$ cat src/rtl/sram_burst_pkg.sv
// Shared types and sizing helpers for the SRAM burst controller.
// Define SRAM_RDATA_REG_EN to add one register stage on the macro read data.
package sram_burst_pkg;

  typedef enum logic [1:0] {
    IDLE  = 2'd0,
    WR    = 2'd1,
    RD    = 2'd2,
    DRAIN = 2'd3
  } state_e;

`ifdef SRAM_RDATA_REG_EN
  localparam int unsigned RDATA_REG_STAGES = 1;
`else
  localparam int unsigned RDATA_REG_STAGES = 0;
`endif

  // One slot per beat that can be in flight, plus one so a beat can sit at the head.
  function automatic int unsigned fifo_depth(input int unsigned sram_lat);
    return sram_lat + 1 + RDATA_REG_STAGES;
  endfunction

  function automatic int unsigned cnt_width(input int unsigned depth);
    return $clog2(depth + 1);
  endfunction

endpackage

$ cat src/rtl/sram_rd_fifo.sv
// Small circular FIFO for read beats; head is presented without a pop.
// Push and pop may happen in the same cycle, including when full.
module sram_rd_fifo #(
  parameter int unsigned DEPTH = 2,
  parameter int unsigned WIDTH = 33
) (
  input  logic                         clk,
  input  logic                         rst,
  input  logic                         push_i,
  input  logic [WIDTH-1:0]             push_data_i,
  input  logic                         pop_i,
  output logic [WIDTH-1:0]             head_o,
  output logic                         empty_o,
  output logic [$clog2(DEPTH+1)-1:0]   count_o
);

  localparam int unsigned PTR_W = (DEPTH > 1) ? $clog2(DEPTH) : 1;
  localparam int unsigned CNT_W = $clog2(DEPTH + 1);

  logic [WIDTH-1:0] mem_q [DEPTH];
  logic [PTR_W-1:0] wr_ptr_q, wr_ptr_d;
  logic [PTR_W-1:0] rd_ptr_q, rd_ptr_d;
  logic [CNT_W-1:0] count_q, count_d;
  logic             do_push, do_pop;

  assign do_pop  = pop_i && (count_q != '0);
  assign do_push = push_i && ((count_q != CNT_W'(DEPTH)) || do_pop);

  always_comb begin
    wr_ptr_d = wr_ptr_q;
    rd_ptr_d = rd_ptr_q;
    count_d  = count_q;
    if (do_push) begin
      wr_ptr_d = (wr_ptr_q == PTR_W'(DEPTH - 1)) ? '0 : wr_ptr_q + PTR_W'(1);
    end
    if (do_pop) begin
      rd_ptr_d = (rd_ptr_q == PTR_W'(DEPTH - 1)) ? '0 : rd_ptr_q + PTR_W'(1);
    end
    case ({do_push, do_pop})
      2'b10:   count_d = count_q + CNT_W'(1);
      2'b01:   count_d = count_q - CNT_W'(1);
      default: count_d = count_q;
    endcase
  end

  always_ff @(posedge clk) begin
    if (rst) begin
      wr_ptr_q <= '0;
      rd_ptr_q <= '0;
      count_q  <= '0;
    end else begin
      wr_ptr_q <= wr_ptr_d;
      rd_ptr_q <= rd_ptr_d;
      count_q  <= count_d;
    end
  end

  // Storage needs no reset; occupancy is tracked by count_q.
  always_ff @(posedge clk) begin
    if (do_push) begin
      mem_q[wr_ptr_q] <= push_data_i;
    end
  end

  assign head_o  = mem_q[rd_ptr_q];
  assign empty_o = (count_q == '0);
  assign count_o = count_q;

endmodule

$ cat src/rtl/sram_burst_ctrl.sv
// Read/write burst controller driving a single-port SRAM macro.
// Define SRAM_RDATA_REG_EN to register sram_dout once before the read FIFO.
module sram_burst_ctrl
  import sram_burst_pkg::*;
#(
  parameter int unsigned DATA_W   = 32,
  parameter int unsigned ADDR_W   = 10,
  parameter int unsigned BURST_W  = 4,
  parameter int unsigned SRAM_LAT = 1
) (
  input  logic              clk,
  input  logic              rst,
  input  logic              cmd_valid,
  output logic              cmd_ready,
  input  logic              cmd_we,
  input  logic [ADDR_W-1:0] cmd_addr,
  input  logic [BURST_W-1:0] cmd_len,
  input  logic [DATA_W-1:0] cmd_bm,
  input  logic              wr_valid,
  output logic              wr_ready,
  input  logic [DATA_W-1:0] wr_data,
  output logic              rd_valid,
  input  logic              rd_ready,
  output logic [DATA_W-1:0] rd_data,
  output logic              rd_last,
  output logic              busy,
  output logic [ADDR_W-1:0] sram_addr,
  output logic [DATA_W-1:0] sram_din,
  output logic [DATA_W-1:0] sram_bm,
  output logic              sram_men,
  output logic              sram_wen,
  output logic              sram_ren,
  input  logic [DATA_W-1:0] sram_dout
);

  localparam int unsigned RD_LAT = SRAM_LAT + RDATA_REG_STAGES;
  localparam int unsigned DEPTH  = fifo_depth(SRAM_LAT);
  localparam int unsigned CNT_W  = cnt_width(DEPTH);
  localparam int unsigned SUM_W  = CNT_W + 1;
  localparam int unsigned REM_W  = BURST_W + 1;
  localparam int unsigned FIFO_W = DATA_W + 1;

  state_e              state_q, state_d;
  logic [ADDR_W-1:0]   addr_q, addr_d;
  logic [REM_W-1:0]    rem_q, rem_d;
  logic [DATA_W-1:0]   bm_q, bm_d;
  logic                cmd_ready_q, cmd_ready_d;
  logic                wr_ready_q, wr_ready_d;
  logic [RD_LAT-1:0]   pend_vld_q;
  logic [RD_LAT-1:0]   pend_last_q;

  logic                accept, wr_fire, rd_issue, rd_pop, can_issue, last_beat;
  logic [CNT_W-1:0]    outst;
  logic [CNT_W-1:0]    fifo_count;
  logic                fifo_empty;
  logic [FIFO_W-1:0]   fifo_head;
  logic [DATA_W-1:0]   push_data;

  assign accept    = (state_q == IDLE) && cmd_valid && cmd_ready_q;
  assign wr_fire   = (state_q == WR) && wr_valid && wr_ready_q;
  assign last_beat = (rem_q == REM_W'(1));
  assign rd_pop    = rd_valid && rd_ready;

  // Reads still travelling through the macro (and the optional data register).
  always_comb begin
    outst = '0;
    for (int i = 0; i < int'(RD_LAT); i++) begin
      outst = outst + CNT_W'(pend_vld_q[i]);
    end
  end

  // A slot popped this cycle is free before any newly issued beat can land.
  assign can_issue = (SUM_W'(fifo_count) + SUM_W'(outst)) < (SUM_W'(DEPTH) + SUM_W'(rd_pop));
  assign rd_issue  = (state_q == RD) && can_issue;

  always_comb begin
    state_d     = state_q;
    addr_d      = addr_q;
    rem_d       = rem_q;
    bm_d        = bm_q;
    case (state_q)
      IDLE: begin
        if (accept) begin
          addr_d  = cmd_addr;
          rem_d   = REM_W'(cmd_len) + REM_W'(1);
          bm_d    = cmd_bm;
          state_d = cmd_we ? WR : RD;
        end
      end
      WR: begin
        if (wr_fire) begin
          addr_d = addr_q + ADDR_W'(1);
          rem_d  = rem_q - REM_W'(1);
          if (last_beat) state_d = IDLE;
        end
      end
      RD: begin
        if (rd_issue) begin
          addr_d = addr_q + ADDR_W'(1);
          rem_d  = rem_q - REM_W'(1);
          if (last_beat) state_d = DRAIN;
        end
      end
      DRAIN: begin
        if (fifo_empty && (outst == '0)) state_d = IDLE;
      end
      default: state_d = IDLE;
    endcase
    cmd_ready_d = (state_d == IDLE);
    wr_ready_d  = (state_d == WR);
  end

  always_ff @(posedge clk) begin
    if (rst) begin
      state_q     <= IDLE;
      addr_q      <= '0;
      rem_q       <= '0;
      bm_q        <= '0;
      cmd_ready_q <= 1'b0;
      wr_ready_q  <= 1'b0;
      pend_vld_q  <= '0;
      pend_last_q <= '0;
    end else begin
      state_q        <= state_d;
      addr_q         <= addr_d;
      rem_q          <= rem_d;
      bm_q           <= bm_d;
      cmd_ready_q    <= cmd_ready_d;
      wr_ready_q     <= wr_ready_d;
      pend_vld_q[0]  <= rd_issue;
      pend_last_q[0] <= rd_issue && last_beat;
      for (int i = 1; i < int'(RD_LAT); i++) begin
        pend_vld_q[i]  <= pend_vld_q[i-1];
        pend_last_q[i] <= pend_last_q[i-1];
      end
    end
  end

`ifdef SRAM_RDATA_REG_EN
  logic [DATA_W-1:0] rdata_q;

  always_ff @(posedge clk) begin
    if (rst) begin
      rdata_q <= '0;
    end else begin
      rdata_q <= sram_dout;
    end
  end

  assign push_data = rdata_q;
`else
  assign push_data = sram_dout;
`endif

  sram_rd_fifo #(
    .DEPTH (DEPTH),
    .WIDTH (FIFO_W)
  ) u_rd_fifo (
    .clk         (clk),
    .rst         (rst),
    .push_i      (pend_vld_q[RD_LAT-1]),
    .push_data_i ({pend_last_q[RD_LAT-1], push_data}),
    .pop_i       (rd_pop),
    .head_o      (fifo_head),
    .empty_o     (fifo_empty),
    .count_o     (fifo_count)
  );

  assign cmd_ready = cmd_ready_q;
  assign wr_ready  = wr_ready_q;
  assign rd_valid  = !fifo_empty;
  assign rd_data   = rd_valid ? fifo_head[DATA_W-1:0] : '0;
  assign rd_last   = rd_valid && fifo_head[DATA_W];
  assign busy      = (state_q != IDLE) || !fifo_empty;

  // Macro pins are quiet unless an access is issued this cycle.
  assign sram_men  = wr_fire || rd_issue;
  assign sram_wen  = wr_fire;
  assign sram_ren  = rd_issue;
  assign sram_addr = addr_q;
  assign sram_din  = wr_fire ? wr_data : '0;
  assign sram_bm   = wr_fire ? bm_q : '0;

endmodule

$ cat config.mk
export PLATFORM = sky130hd
export DESIGN_NAME = sram_burst_ctrl
export DESIGN_NICKNAME = d
export VERILOG_FILES = /design/src/rtl/sram_burst_pkg.sv /design/src/rtl/sram_rd_fifo.sv /design/src/rtl/sram_burst_ctrl.sv
export SDC_FILE = /design/constraint.sdc
export NUM_CORES = 1
export LEC_CHECK = 0
export BUFFER_PORTS_ARGS = -buffer_cell sky130_fd_sc_hd__buf_2
export CORE_ASPECT_RATIO = 1.4
export CORE_MARGIN = 1.5
export CORE_UTILIZATION = 30
export CTS_BUF_LIST = sky130_fd_sc_hd__clkbuf_2 sky130_fd_sc_hd__clkbuf_4 sky130_fd_sc_hd__clkbuf_8
export DETAILED_ROUTE_END_ITERATION = 8
export SLEW_MARGIN = 20
export SYNTH_ARGS = -nofsm -noshare
export SYNTH_HDL_FRONTEND = slang
export SYNTH_SLANG_ARGS = --single-unit
$ cat constraint.sdc
create_clock -name clk -period 3.15 [get_ports clk]
set_input_delay 0.315 -clock clk [delete_from_list [all_inputs] [get_ports clk]]
set_output_delay 0.315 -clock clk [all_outputs]
set_load 0.01 [all_outputs]
# Word level (Yosys, flattened, before mapping)
# Memories as Yosys holds them, arrays and structs flattened. A register that Yosys moved wholly into a read port is not among the register bits.
# Cells that the tools add are included.
# totals
register_bits	57
ram_bits	66
in_bits	116
output_inout_bits	114
elab_cells	84
mem_count	1
# op_classes
n_addsub	9
order_cmp	1
eq_ne	11
muxes	26
reduce_logical	25
# mem_list
name	depth	word_bits	read_ports	rd_clocked_by_memory_dff	wr	line_no	source
u_rd_fifo.mem_q	2	33	1	1	1	sram_rd_fifo.sv:20	logic [WIDTH-1:0] mem_q [DEPTH];
# ops
cell	count
$mux 32	3
$mux 10	3
$pmux 10 s3	1
$mux 5	3
$pmux 5 s3	1
$mux 2	7
$logic_and 1x1->1	11
$add 10x1->10 const B	1
$logic_not 2->1	4
$ne 2x2->1 const B	4
$pmux 2 s4	1
$eq 2x1->1 const B	3
$eq 2x2->1 const B	3
$mux 1	6
$reduce_bool 2->1	3
$add 4x1->5 const B	1
$eq 5x1->1 const B	1
$sub 5x1->5 const B	1
$pmux 2 s2	1
$reduce_and 4->1	1
$add 2x1->3	1
$add 2x1->3 const A	1
$logic_or 1x1->1	3
$lt 3x3->1	1
other kinds (6)	7

# Logic depth before layout (Yosys ltp)
# Gate-level depths: netlist of run 1.
# logic_depth
ltp_word	9
mapped_depth	8
mapped_depth_nobuf	6

# Modules after synthesis
# Synthesis of run 1 repeated with hierarchy kept, for this count alone.
# unflattened
hier_cells	554
area_unflattened_um2	5766.8
# modules_own_cells
module	n_inst	cells_each	area_per_inst_um2	seq_area_each_um2
sram_burst_ctrl	1	421	3129.3	1061.0
sram_rd_fifo	1	133	2637.5	2082.0

# Worst setup path before layout of run 1
# No wires, ideal clock.
# synth_timing
path_type	reg2reg
from	reg u_rd_fifo.count_q[0] (netlist: u_rd_fifo.count_o[0])
to	mem u_rd_fifo.mem_q[0][0], enable pin
setup_ps	423
arrival_ps	2034
required_ps	2727
path_slack_ps	693
stages_incl_launch_ff	4
path_buffers	1
period_less_slack_ps	2457
cell_sequence	dfxtp_1 -> buf_2 -> o31ai_1 -> nor2_1
# synth_between
elab_chain_len	8
elab_cells_between_ends	10
classes_between	1 x eq/ne; 2 x mux; 7 x reduce/logical
# synth_rtl
element	line_no	source
from (decl)	sram_rd_fifo.sv:23	logic [CNT_W-1:0] count_q, count_d;
from (signal assigned)	sram_rd_fifo.sv:54	count_q <= count_d;
$logic_not 2->1	sram_rd_fifo.sv:66	assign empty_o = (count_q == '0);
$logic_not 1->1	sram_burst_ctrl.sv:171	assign rd_valid = !fifo_empty;
$logic_and 1x1->1	sram_burst_ctrl.sv:62	assign rd_pop = rd_valid && rd_ready;
$logic_and 1x1->1	sram_rd_fifo.sv:26	assign do_pop = pop_i && (count_q != '0);
$logic_or 1x1->1 *	sram_rd_fifo.sv:27	assign do_push = push_i && ((count_q != CNT_W'(DEPTH)) || do_pop);
$logic_and 1x1->1 *	sram_rd_fifo.sv:27	
$mux 1 *	sram_rd_fifo.sv:60	if (do_push) begin
$mux 1 (not written as such) *	sram_rd_fifo.sv:61	mem_q[wr_ptr_q] <= push_data_i;
to (decl)	sram_rd_fifo.sv:20	
# Every way passes the cells marked *; elsewhere a longest branch is shown, timed or not.

# Worst setup path in the final report of run 1
# layout_timing
from	reg state_q[0]
to	out sram_bm[26]
# layout_between
elab_chain_len	4
# layout_rtl
element	line_no	source
from (decl)	sram_burst_ctrl.sv:43	state_e state_q, state_d;
from (signal assigned)	sram_burst_ctrl.sv:124	state_q <= state_d;
$eq 2x1->1	sram_burst_ctrl.sv:60	assign wr_fire = (state_q == WR) && wr_valid && wr_ready_q;
$logic_and 1x1->1 (2 in series)	sram_burst_ctrl.sv:60	
$mux 32	sram_burst_ctrl.sv:182	assign sram_bm = wr_fire ? bm_q : '0;
to (decl)	sram_burst_ctrl.sv:29	output logic [DATA_W-1:0] sram_bm,
# Every way passes these cells.

==> results of run 1 <==
## cells in the final DEF (no fill, tap or decap), drive strengths merged, types with 4 or more instances in the layout
cell / n
mux2i: 35
a21oi: 43
nor2: 48
edfxtp: 66
buf: 241
a32o: 6
clkinv: 4
o21ai: 8
nor3: 5
xor2: 5
nand2: 84
ha: 12
dfxtp: 58
nand3: 12
and3: 5
a211oi: 5
o31ai: 4
a311oi: 4
clkbuf: 18
inv: 18
bufinv: 4
and2: 66
## area by class of cell
cell class	instances	area (sq um)
Inverter	14	52.6
Fill cell	1915	11000
Timing Repair Buffer	241	1250
Sequential cell	124	3140
Multi-Input combinational cell	378	2350
Tap cell	244	305
Clock buffer	18	241
Clock inverter	14	208
## cell families after synthesis
| group | count (synthesis) | synth area share, % |
|---|---|---|
| AND/OR/NAND/NOR | 233 | 20.0 |
| AO/OA/AOI/OAI | 91 | 11.2 |
| buffers and inverters | 49 | 3.59 |
| multiplexers | 35 | 6.16 |
| XOR/XNOR | 7 | 1.08 |
| adder cells (fa/ha/maj) | 12 | 2.64 |
| flip-flops | 124 | 55.3 |
## where the power goes
group | leakage, nW | switching (mW) | internal [mW] | total [mW]
logic | 1.97 | 1.13 | 0.787 | 1.92
clock network | 0.221 | 0.683 | 0.891 | 1.57
registers | 1.07 | 0.194 | 1.95 | 2.14
## metal layers
| metal | GRT usage [%] | share of wire, % | vias to the layer above |
|---|---|---|---|
| met5 | 0 | 0 | - |
| met4 | 4.92 | 1.5 | 0 |
| met3 | 4.46 | 6.3 | 16 |
| met2 | 26.1 | 51 | 160 |
| met1 | 16.1 | 41 | 2211 |
| li1 | - | - | 2381 |
## sequential cells by signal (all words and copies together), names as in the netlist, 2 cells and up, named ones only
name               count
u_rd_fifo.mem_q       66
sram_addr             10
bm_q                  32
rem_q                  5
u_rd_fifo.count_o      2
state_q                2
## critical path, cell delays in order (launching register included)
cell,delay (ns)
dfxtp_1,0.45
ha_1,0.32
and3_1,0.57
buf_12,0.28
and2_1,0.17
buf_2,0.13
## through the flow
stage               setup slack, ns  total power, mW  instance area, sq um  std cells  hold slack [ns]
finish                        0.468             5.64                  7550       1033           0.0658
global route                  0.239             6.04                  7550       1033           0.0230
CTS                           0.402             5.73                  7550       1033           0.0275
detailed placement            0.824             4.13                  7110       1001            0.415
global placement              0.890             4.11                  7110       1001            0.407
floorplan                     0.693             3.50                  5680        551            0.404
## worst paths after layout
| check | to | slack [ns] | cells after the start |
|---|---|---|---|
| setup / recovery | sram_bm[26] | 0.47 | 5 |
| hold / removal | u_rd_fifo.mem_q[1][25]$_DFFE_PP_ | 0.07 | 1 |
| setup reg to reg | sram_addr[3]$_SDFFE_PP0P_ | 0.79 | 7 |
| hold reg to reg | u_rd_fifo.mem_q[0][32]$_DFFE_PP_ | 0.44 | 0 |
==> qor.csv, run 1 <==
stage;metric;value;unit
synth;yosysUniqueCellTypes;54;
worst_setup_path;worstPathArrival;2.37;ns
worst_setup_path;start_kind;register;
routing;num_vias;4768;
run_status;status;complete, no violations;
routing;dr.first_iter.drc_count;205;
synth;synthTopCellsByCount;84 x nand2_1, 66 x edfxtp_1, 65 x and2_1, 58 x dfxtp_1, 48 x nor2_1;
cts;htreeDepth;4;
timing;timing.fmax;373;MHz
floorplanning;dieArea;19800;sq um
power;ir_drop;0.303;mV
power;p_leak;3.26;nW
final_layout;drive_above_1_share;36.6;%
timing;worst_slew_pin_slew;0.668;ns
global_route;overflow;0;
worst_setup_path;r2r-start;state_q[0]$_SDFF_PP0_;
routing;drt_pass1_iterations;6;
floorplanning;start_util;30.6;%
routing;wl_per_cell;13.7;um
placement;dp_hpwl;9880;um
global_route;antenna_found_initial;1;
floorplanning;core_area;18600;sq um
synth;synth_nets;679;
timing;slew_viol_final;0;
floorplanning;die_x;119;um
worst_setup_path;end_kind;output pin;
flow_run;drv_cap;0;
timing;finalSetupViolations;0;
cts;cts_setup_buffers;0;
routing;drc;0;
timing;fin_tns_setup;0;ns
synth;avgSynthCellArea;10.3;sq um
cts;cts_buffers;17;
worst_setup_path;crit_path_max_fanout;46;
synth;synth_top_cell_by_area;edfxtp_1;
routing;vias_per_cell;4.62;
cts;cts_buffer_depth;2;
routing;detail-route-antenna-nets;0;
power;powerDensity;746;nW/um^2
final_layout;area.growth.synth_to_final;32.9;%
floorplanning;rows;59;
timing;clock_skew;0.0106;ns
global_route;grt_pass1_vias;4727;
worst_setup_path;crit_path_start;state_q[0]$_SDFF_PP0_;
synth;ys_warn_count;0;
timing;maxSlewHeadroom;55.5;%
final_layout;antenna_cells;0;
synth;syn_area;5680;sq um
cts;hold_buffers;0;
synth;syn_inst;551;
worst_hold_path;hp-class;primary input to register;
synth;yosysMostFrequentCell;nand2_1;
cts;tritoncts;yes;
routing;wirelength;14200;um
synth;synth_area_leaders;edfxtp_1 35%, dfxtp_1 20%, and2_1 7.2%;
worst_setup_path;crit_required;2.83;ns
cts;path_clk_slew;0.08;ns
synth;seq_area_frac_synth;55.3;%
cts;post_cts_resized;0;
global_route;grt_max_degree;59;
synth;synth-seq-cells;124;
synth;ys_async_sr_fraction;0;%
placement;gp_congestion;0.809;
timing;rsz0062_at_grt;no;
cts;cts-root-buf;clkbuf_8;
final_layout;final_util;40.6;%
timing;min_period_over_period;85.2;%
timing;fin_crit;2.68;ns
worst_setup_path;path_class;register to output pin;
final_layout;fin_nets;904;
global_route;grt_usage;14.5;%
placement;portBuffers;229;
timing;timing.final.hold_violations;0;
cts;clock_sinks;124;
floorplanning;die_height;166;um
synth;synth_edf_count;66;
global_route;grt_pass1_wl;22800;um
worst_hold_path;worstHoldStart;sram_dout[25];
cts;clk_latency;0.44;ns
floorplanning;ios;230;
synth;ys_dominant_reg_cell;edfxtp_1;
synth;synth_top_area_share;34.9;%
No activity file was read; power rests on OpenSTA's default activity.
==> run 2, diff against run 1 <==
--- a/config.mk
+++ b/config.mk
@@ -7,7 +7,6 @@
 export LEC_CHECK = 0
 export BUFFER_PORTS_ARGS = -buffer_cell sky130_fd_sc_hd__buf_2
 export CORE_ASPECT_RATIO = 1.4
-export CORE_MARGIN = 1.5
 export CORE_UTILIZATION = 30
 export CTS_BUF_LIST = sky130_fd_sc_hd__clkbuf_2 sky130_fd_sc_hd__clkbuf_4 sky130_fd_sc_hd__clkbuf_8
 export DETAILED_ROUTE_END_ITERATION = 8
==> run 2 against run 1 <==
Compared with the run above: worst hold slack gained 0.0074 ns; global-route usage decreased by 0.096 points; combinational power hardly changed; highest routed layer unchanged; clock-buffer cell count is 1 lower.
==> qor.csv, run 2 (synthesis gave the netlist of run 1 again) <==
stage;metric;value;unit;change
worst_hold_path;hp-class;primary input to register;;
worst_setup_path;end_kind;output pin;;
final_layout;antenna_cells;0;;unchanged
timing;slew_viol_final;0;;unchanged
global_route;gr-usage-met3;4.39;%;-0.079 points
routing;wirelength;14000;um;-1.3%
flow_run;drv_cap;0;;unchanged
placement;pre_cts_ws;0.911;ns;+0.0871 ns
worst_setup_path;rr_worst_depth;5;;-2
final_layout;fin_nets;905;;+0.11%
placement;dp_hpwl;9860;um;-0.16%
final_layout;drive_above_1_share;36.5;%;-0.17 points
worst_setup_path;worstReg2RegEnd;sram_addr[0]$_SDFFE_PP0P_;;
timing;maxSlewHeadroom;58.0;%;+2.6 points
final_layout;multi_input_area;2360;sq um;about the same
global_route;grt_max_degree;47;;-20%
cts;clock_sinks;124;;unchanged
final_layout;stdcell_count;1034;;+0.097%
cts;cts_setup_buffers;0;;unchanged
cts;cts_buffer_depth;2;;unchanged
floorplanning;rows;59;;unchanged
timing;min_period_over_period;83.1;%;-2.1 points
routing;wl_per_cell;13.5;um;-1.4%
timing;fin_crit;2.62;ns;-0.0661 ns
cts;hold_buffers;0;;unchanged
global_route;overflow;0;;unchanged
routing;vias_per_cell;4.56;;-1.1%
cts;htreeDepth;4;;unchanged
worst_setup_path;crit_required;2.83;ns;about the same
timing;worst_slew_pin_slew;0.629;ns;-0.0384 ns
placement;gp_congestion;0.775;;-4.3%
worst_hold_path;worstHoldStart;sram_dout[5];;
global_route;grt_usage;14.4;%;-0.096 points
power;p_leak;3.20;nW;-1.9%
global_route;grtUsageMet2;24.7;%;-1.4 points
worst_setup_path;r2r-start;state_q[0]$_SDFF_PP0_;;
worst_hold_path;whs_endpoint;u_rd_fifo.mem_q[1][5]$_DFFE_PP_;;
worst_setup_path;worstPathArrival;2.30;ns;-0.07 ns
timing;clock_skew;0.0158;ns;+0.00514 ns
global_route;grt_pass1_wl;22000;um;-3.8%
worst_setup_path;crit_path_max_fanout;46;;unchanged
placement;dp.cells;1002;;+0.10%
final_layout;regMostFlops;u_rd_fifo.mem_q;;
timing;hold_slack;0.0733;ns;+0.00743 ns
timing;timing.final.hold_violations;0;;unchanged
worst_setup_path;start_kind;register;;
placement;portBuffers;229;;unchanged
floorplanning;die_x;118;um;-0.84%
run_status;status;complete, no violations;;
worst_hold_path;whs_path_depth;1;;unchanged
timing;final.setup.worst_slack;0.534;ns;+0.0661 ns
timing;rsz0062_at_grt;no;;
floorplanning;dieArea;19500;sq um;-1.4%
global_route;antenna_found_initial;0;;-1
global_route;top_usage_layer;met2;;
cts;cts-root-buf;clkbuf_8;;
floorplanning;core_area;18600;sq um;unchanged
cts;clk_latency;0.43;ns;about the same
timing;timing.fmax;382;MHz;+2.5%
placement;placed_cell_area;7110;sq um;+0.12%
floorplanning;ios;230;;unchanged
final_layout;final_cell_mix;229 x buf_2, 84 x nand2_1, 66 x edfxtp_1;;
floorplanning;start_util;30.6;%;unchanged
cts;post_cts_resized;0;;unchanged
final_layout;area.growth.synth_to_final;31.1;%;
routing;detail-route-antenna-nets;0;;unchanged
timing;finalSetupViolations;0;;unchanged
cts;cts_buffers;17;;unchanged
floorplanning;die_height;165;um;-0.60%
cts;tritoncts;yes;;
final_layout;regArea;3140;sq um;unchanged
global_route;grt_use_met1;17.2;%;+1.1 points
power;powerDensity;710;nW/um^2;-4.9%
cts;path_clk_slew;0.08;ns;about the same
global_route;grt_pass1_vias;4298;;-9.1%
final_layout;final_common_cell;buf_2;;
final_layout;stdcell_area;7450;sq um;-1.4%
final_layout;largest_reg_flops;66;;unchanged
timing;fin_tns_setup;0;ns;unchanged
routing;drc;0;;unchanged
power;ir_drop;0.304;mV;+0.35%
worst_setup_path;r2r_setup_slack;0.93;ns;+0.14 ns
routing;num_vias;4720;;-1.0%
routing;drt_pass1_iterations;4;;-2
worst_setup_path;path_class;register to output pin;;
routing;dr.first_iter.drc_count;214;;+4.4%
final_layout;n_fill_cell;1927;;+0.63%
[run 2: cell types whose count changed in the layout (fill, tap and decap cells not counted), sizes merged]
cell / change
buf: +1
clkinvlp: +4
clkbuf: -1
clkinv: +5
inv: -4
bufinv: -4
[run 2: metrics by stage]
| step | utilization [%] | total power, mW |
|---|---|---|
| 6_report | 40.0 | 5.29 |
| 4_1_cts | 40.0 | 5.37 |
| 5_1_grt | 40.0 | 5.67 |
| 2_1_floorplan | - | 3.50 |
| 3_3_place_gp | 38.2 | 4.14 |
| 3_5_place_dp | 38.2 | 4.15 |
[run 2: critical path: stages (launching register included)]
cell	delay [ns]
dfxtp_1	0.35
inv_1	0.13
ha_1	0.29
and3_2	0.40
buf_4	0.38
and2_1	0.18
buf_2	0.12
[run 2: worst max-delay path by stage]
stage | from | endpoint | depth (start not counted)
after floorplan | u_rd_fifo.count_o[0]$_SDFFE_PP0P_ | u_rd_fifo.mem_q[0][0]$_DFFE_PP_ | 3
after CTS | state_q[1]$_SDFF_PP0_ | sram_bm[11] | 6
after global routing | state_q[1]$_SDFF_PP0_ | sram_bm[24] | 6
final | state_q[1]$_SDFF_PP0_ | sram_bm[16] | 6
after global placement | state_q[0]$_SDFF_PP0_ | sram_addr[0]$_SDFFE_PP0P_ | 6
after detailed placement | state_q[0]$_SDFF_PP0_ | sram_addr[0]$_SDFFE_PP0P_ | 5
[run 2: layer usage]
metal	vias up	share of wire [%]
met5	-	0
met4	0	0.92
met3	9	6.8
met2	164	50
met1	2174	42
li1	2373	-
[run 2: power by group]
group | switching, mW | total, mW | internal (mW)
clock | 0.651 | 1.19 | 0.536
combinational | 1.14 | 1.95 | 0.808
sequential | 0.200 | 2.15 | 1.95
[run 2: layout make-up]
| type | instances | share of cell area (%) |
|---|---|---|
| multi-input combinational | 378 | 31.6 |
| tap | 244 | 4.10 |
| clock inverter | 15 | 1.36 |
| timing repair buffer | 242 | 16.9 |
| clock buffer | 17 | 3.14 |
| inverter | 14 | 0.705 |
| sequential | 124 | 42.2 |
==> run 3, diff against run 2 <==
==> constraint.sdc (replaced) <==
create_clock -name clk -period 2.15 [get_ports clk]
set_input_delay 0.215 -clock clk [delete_from_list [all_inputs] [get_ports clk]]
set_output_delay 0.215 -clock clk [all_outputs]
set_load 0.01 [all_outputs]
==> run 3 against run 2 <==
Compared with the run above: final cell count rose by 6.5%; critical path type unchanged; final area up 10%; clock-buffer cell count rose by 1; routed wire length up 5.6%.
==> qor.csv, run 3 (synthesis gave the netlist of run 1 again) <==
stage;metric;value;unit;change
run_status;status;complete, no violations;;
timing;timing.final.hold_violations;0;;unchanged
final_layout;antenna_cells;0;;unchanged
placement;placed_cell_area;7180;sq um;+0.88%
cts;htreeDepth;4;;unchanged
worst_setup_path;crit_path_top_delay_cell;dfxtp_1;;
worst_setup_path;worstPathArrival;1.80;ns;-0.50 ns
global_route;antenna_found_initial;0;;unchanged
flow_run;drv_cap;0;;unchanged
final_layout;area.growth.synth_to_final;44.7;%;
final_layout;fin_nets;972;;+7.4%
worst_setup_path;crit_required;1.93;ns;-0.90 ns
placement;pre_cts_ws;0.155;ns;-0.756 ns
floorplanning;dieArea;19500;sq um;unchanged
worst_setup_path;slowest_delay;0.40;ns;about the same
routing;vias_per_cell;4.50;;-1.4%
placement;dp_hpwl;9970;um;+1.1%
routing;top_layer_used;met4;;
worst_hold_path;hp-class;primary input to register;;
floorplanning;ios;230;;unchanged
floorplanning;die_height;165;um;unchanged
timing;clock_skew;0.00864;ns;-0.00714 ns
power;power.switching;2.97;mW;+49%
power;seqPwrFrac;37.5;%;-3.2 points
global_route;grt_usage;15.4;%;+0.97 points
placement;portBuffers;229;;unchanged
final_layout;stdcell_area;8230;sq um;+10%
timing;rsz0062_at_grt;no;;
power;comb_power_share;37.3;%;+0.5 points
timing;slew_viol_final;0;;unchanged
cts;path_clk_slew;0.07;ns;about the same
power;p_leak;3.54;nW;+11%
final_layout;drive_above_1_share;35.0;%;-1.4 points
worst_setup_path;start_kind;register;;
global_route;grt_pass1_wl;23700;um;+7.7%
worst_setup_path;path_class;register to output pin;;
power;clkPwrFrac;25.2;%;+2.7 points
worst_setup_path;crit_chain;inv_2 > ha_4 > and3_2 > buf_12 > and2_1 > buf_2;;
final_layout;regMostFlops;u_rd_fifo.mem_q;;
global_route;grt_max_degree;47;;unchanged
floorplanning;core_area;18600;sq um;unchanged
routing;num_vias;4955;;+5.0%
cts;clock_sinks;124;;unchanged
final_layout;final_common_cell;buf_2;;
timing;worst_slew_pin_slew;0.981;ns;+0.352 ns
routing;wl_per_cell;13.4;um;-0.84%
power;ir_drop;0.565;mV;+86%
routing;wl_met3;881;um;-7.7%
timing;maxSlewHeadroom;34.4;%;-24 points
routing;dr.first_iter.drc_count;262;;+22%
floorplanning;start_util;30.6;%;unchanged
routing;m1WireLength;6090;um;+3.3%
global_route;grt_pass1_vias;4924;;+15%
placement;gp_congestion;0.769;;-0.66%
final_layout;largest_reg_flops;66;;unchanged
routing;drt_pass1_iterations;4;;unchanged
timing;final.setup.worst_slack;0.131;ns;-0.403 ns
floorplanning;rows;59;;unchanged
routing;wirelength;14700;um;+5.6%
final_layout;final_cell_mix;229 x buf_2, 84 x nand2_1, 66 x edfxtp_1;;
timing;hold_slack;0.0429;ns;-0.0304 ns
timing;finalSetupViolations;0;;unchanged
power;powerDensity;1010;nW/um^2;+43%
cts;cts_setup_buffers;0;;unchanged
cts;cts_buffers;17;;unchanged
routing;detail-route-antenna-nets;0;;unchanged
timing;min_period_over_period;93.9;%;
power;p_int;5.36;mW;+63%
floorplanning;die_x;118;um;unchanged
cts;tritoncts;yes;;
cts;cts-root-buf;clkbuf_8;;
routing;wl_met2;7470;um;+6.9%
final_layout;final_util;44.2;%;+4.2 points
timing;timing.fmax;495;MHz;
timing;fin_crit;2.02;ns;
worst_setup_path;crit_path_max_fanout;46;;unchanged
worst_setup_path;end_kind;output pin;;
global_route;overflow;0;;unchanged
cts;cts_buffer_depth;2;;unchanged
cts;clk_latency;0.43;ns;about the same
routing;drc;0;;unchanged
power;switching_share;35.6;%;-2.1 points
## run 3: cell types whose count changed in the layout (fill, tap and decap cells not counted), moves of 2 or more
cell and delta:
bufinv_16 +3, clkinvlp_4 -4, buf_4 +3, dlygate4sd3_1 +62, buf_12 +2, clkinv_1 -2
## run 3: per-stage QoR
| stage | std cells | setup TNS (ns) | power (mW) |
|---|---|---|---|
| detailed placement | 1007 | 0 | 6.20 |
| global route | 1101 | 0 | 8.91 |
| finish | 1101 | 0 | 8.33 |
| floorplan | 551 | -20.29 | 5.13 |
| CTS | 1100 | 0 | 8.43 |
| global placement | 1007 | 0 | 6.17 |
## run 3: layout make-up
cell class,instances,area (sq um)
fillers,1842,10400
flip-flops and latches,124,3150
multi-input cells,378,2370
repair buffers,309,1940
well taps,244,305
clock buffers,18,241
clock inverters,14,168
inverters,14,52.6
## run 3: power groups by stage
stage | registers, mW | clock network, mW | logic [mW]
2_1_floorplan | 3.13 | 0 | 2.00
4_1_cts | 3.12 | 2.18 | 3.13
5_1_grt | 3.17 | 2.27 | 3.47
3_5_place_dp | 3.17 | 0 | 3.02
6_report | 3.12 | 2.10 | 3.10
3_3_place_gp | 3.15 | 0 | 3.02
## run 3: metal layers
layer,vias up,track usage (%)
met4,0,6.76
met1,2270,17.1
met5,-,0
met3,22,4.04
met2,156,27.5
li1,2507,-
## run 3: what timing repair did
item,CTS,global route
resized for setup,4,3
setup endpoints to repair,66,21
endpoints found under the hold margin,93,1
hold buffers,61,1
## run 3: worst max-delay path: cells and delay by family, from the launching register on
| family | cells | cell delay, ns |
|---|---|---|
| adders and majority gates | 1 | 0.18 |
| buffers and inverters | 3 | 0.39 |
| and+or+nand+nor | 2 | 0.39 |
| DFF | 1 | 0.40 |
## run 3: worst paths after layout
path | endpoint | cells after the start | start | slack [ns]
worst min-delay path | bm_q[14]$_SDFFE_PP0P_ | 3 | cmd_bm[14] | 0.04
worst min register to register | bm_q[13]$_SDFFE_PP0P_ | 2 | bm_q[13]$_SDFFE_PP0P_ | 0.45
worst max register to register | sram_addr[0]$_SDFFE_PP0P_ | 6 | u_rd_fifo.count_o[0]$_SDFFE_PP0P_ | 0.17
worst max-delay path | sram_bm[26] | 6 | state_q[1]$_SDFF_PP0_ | 0.13
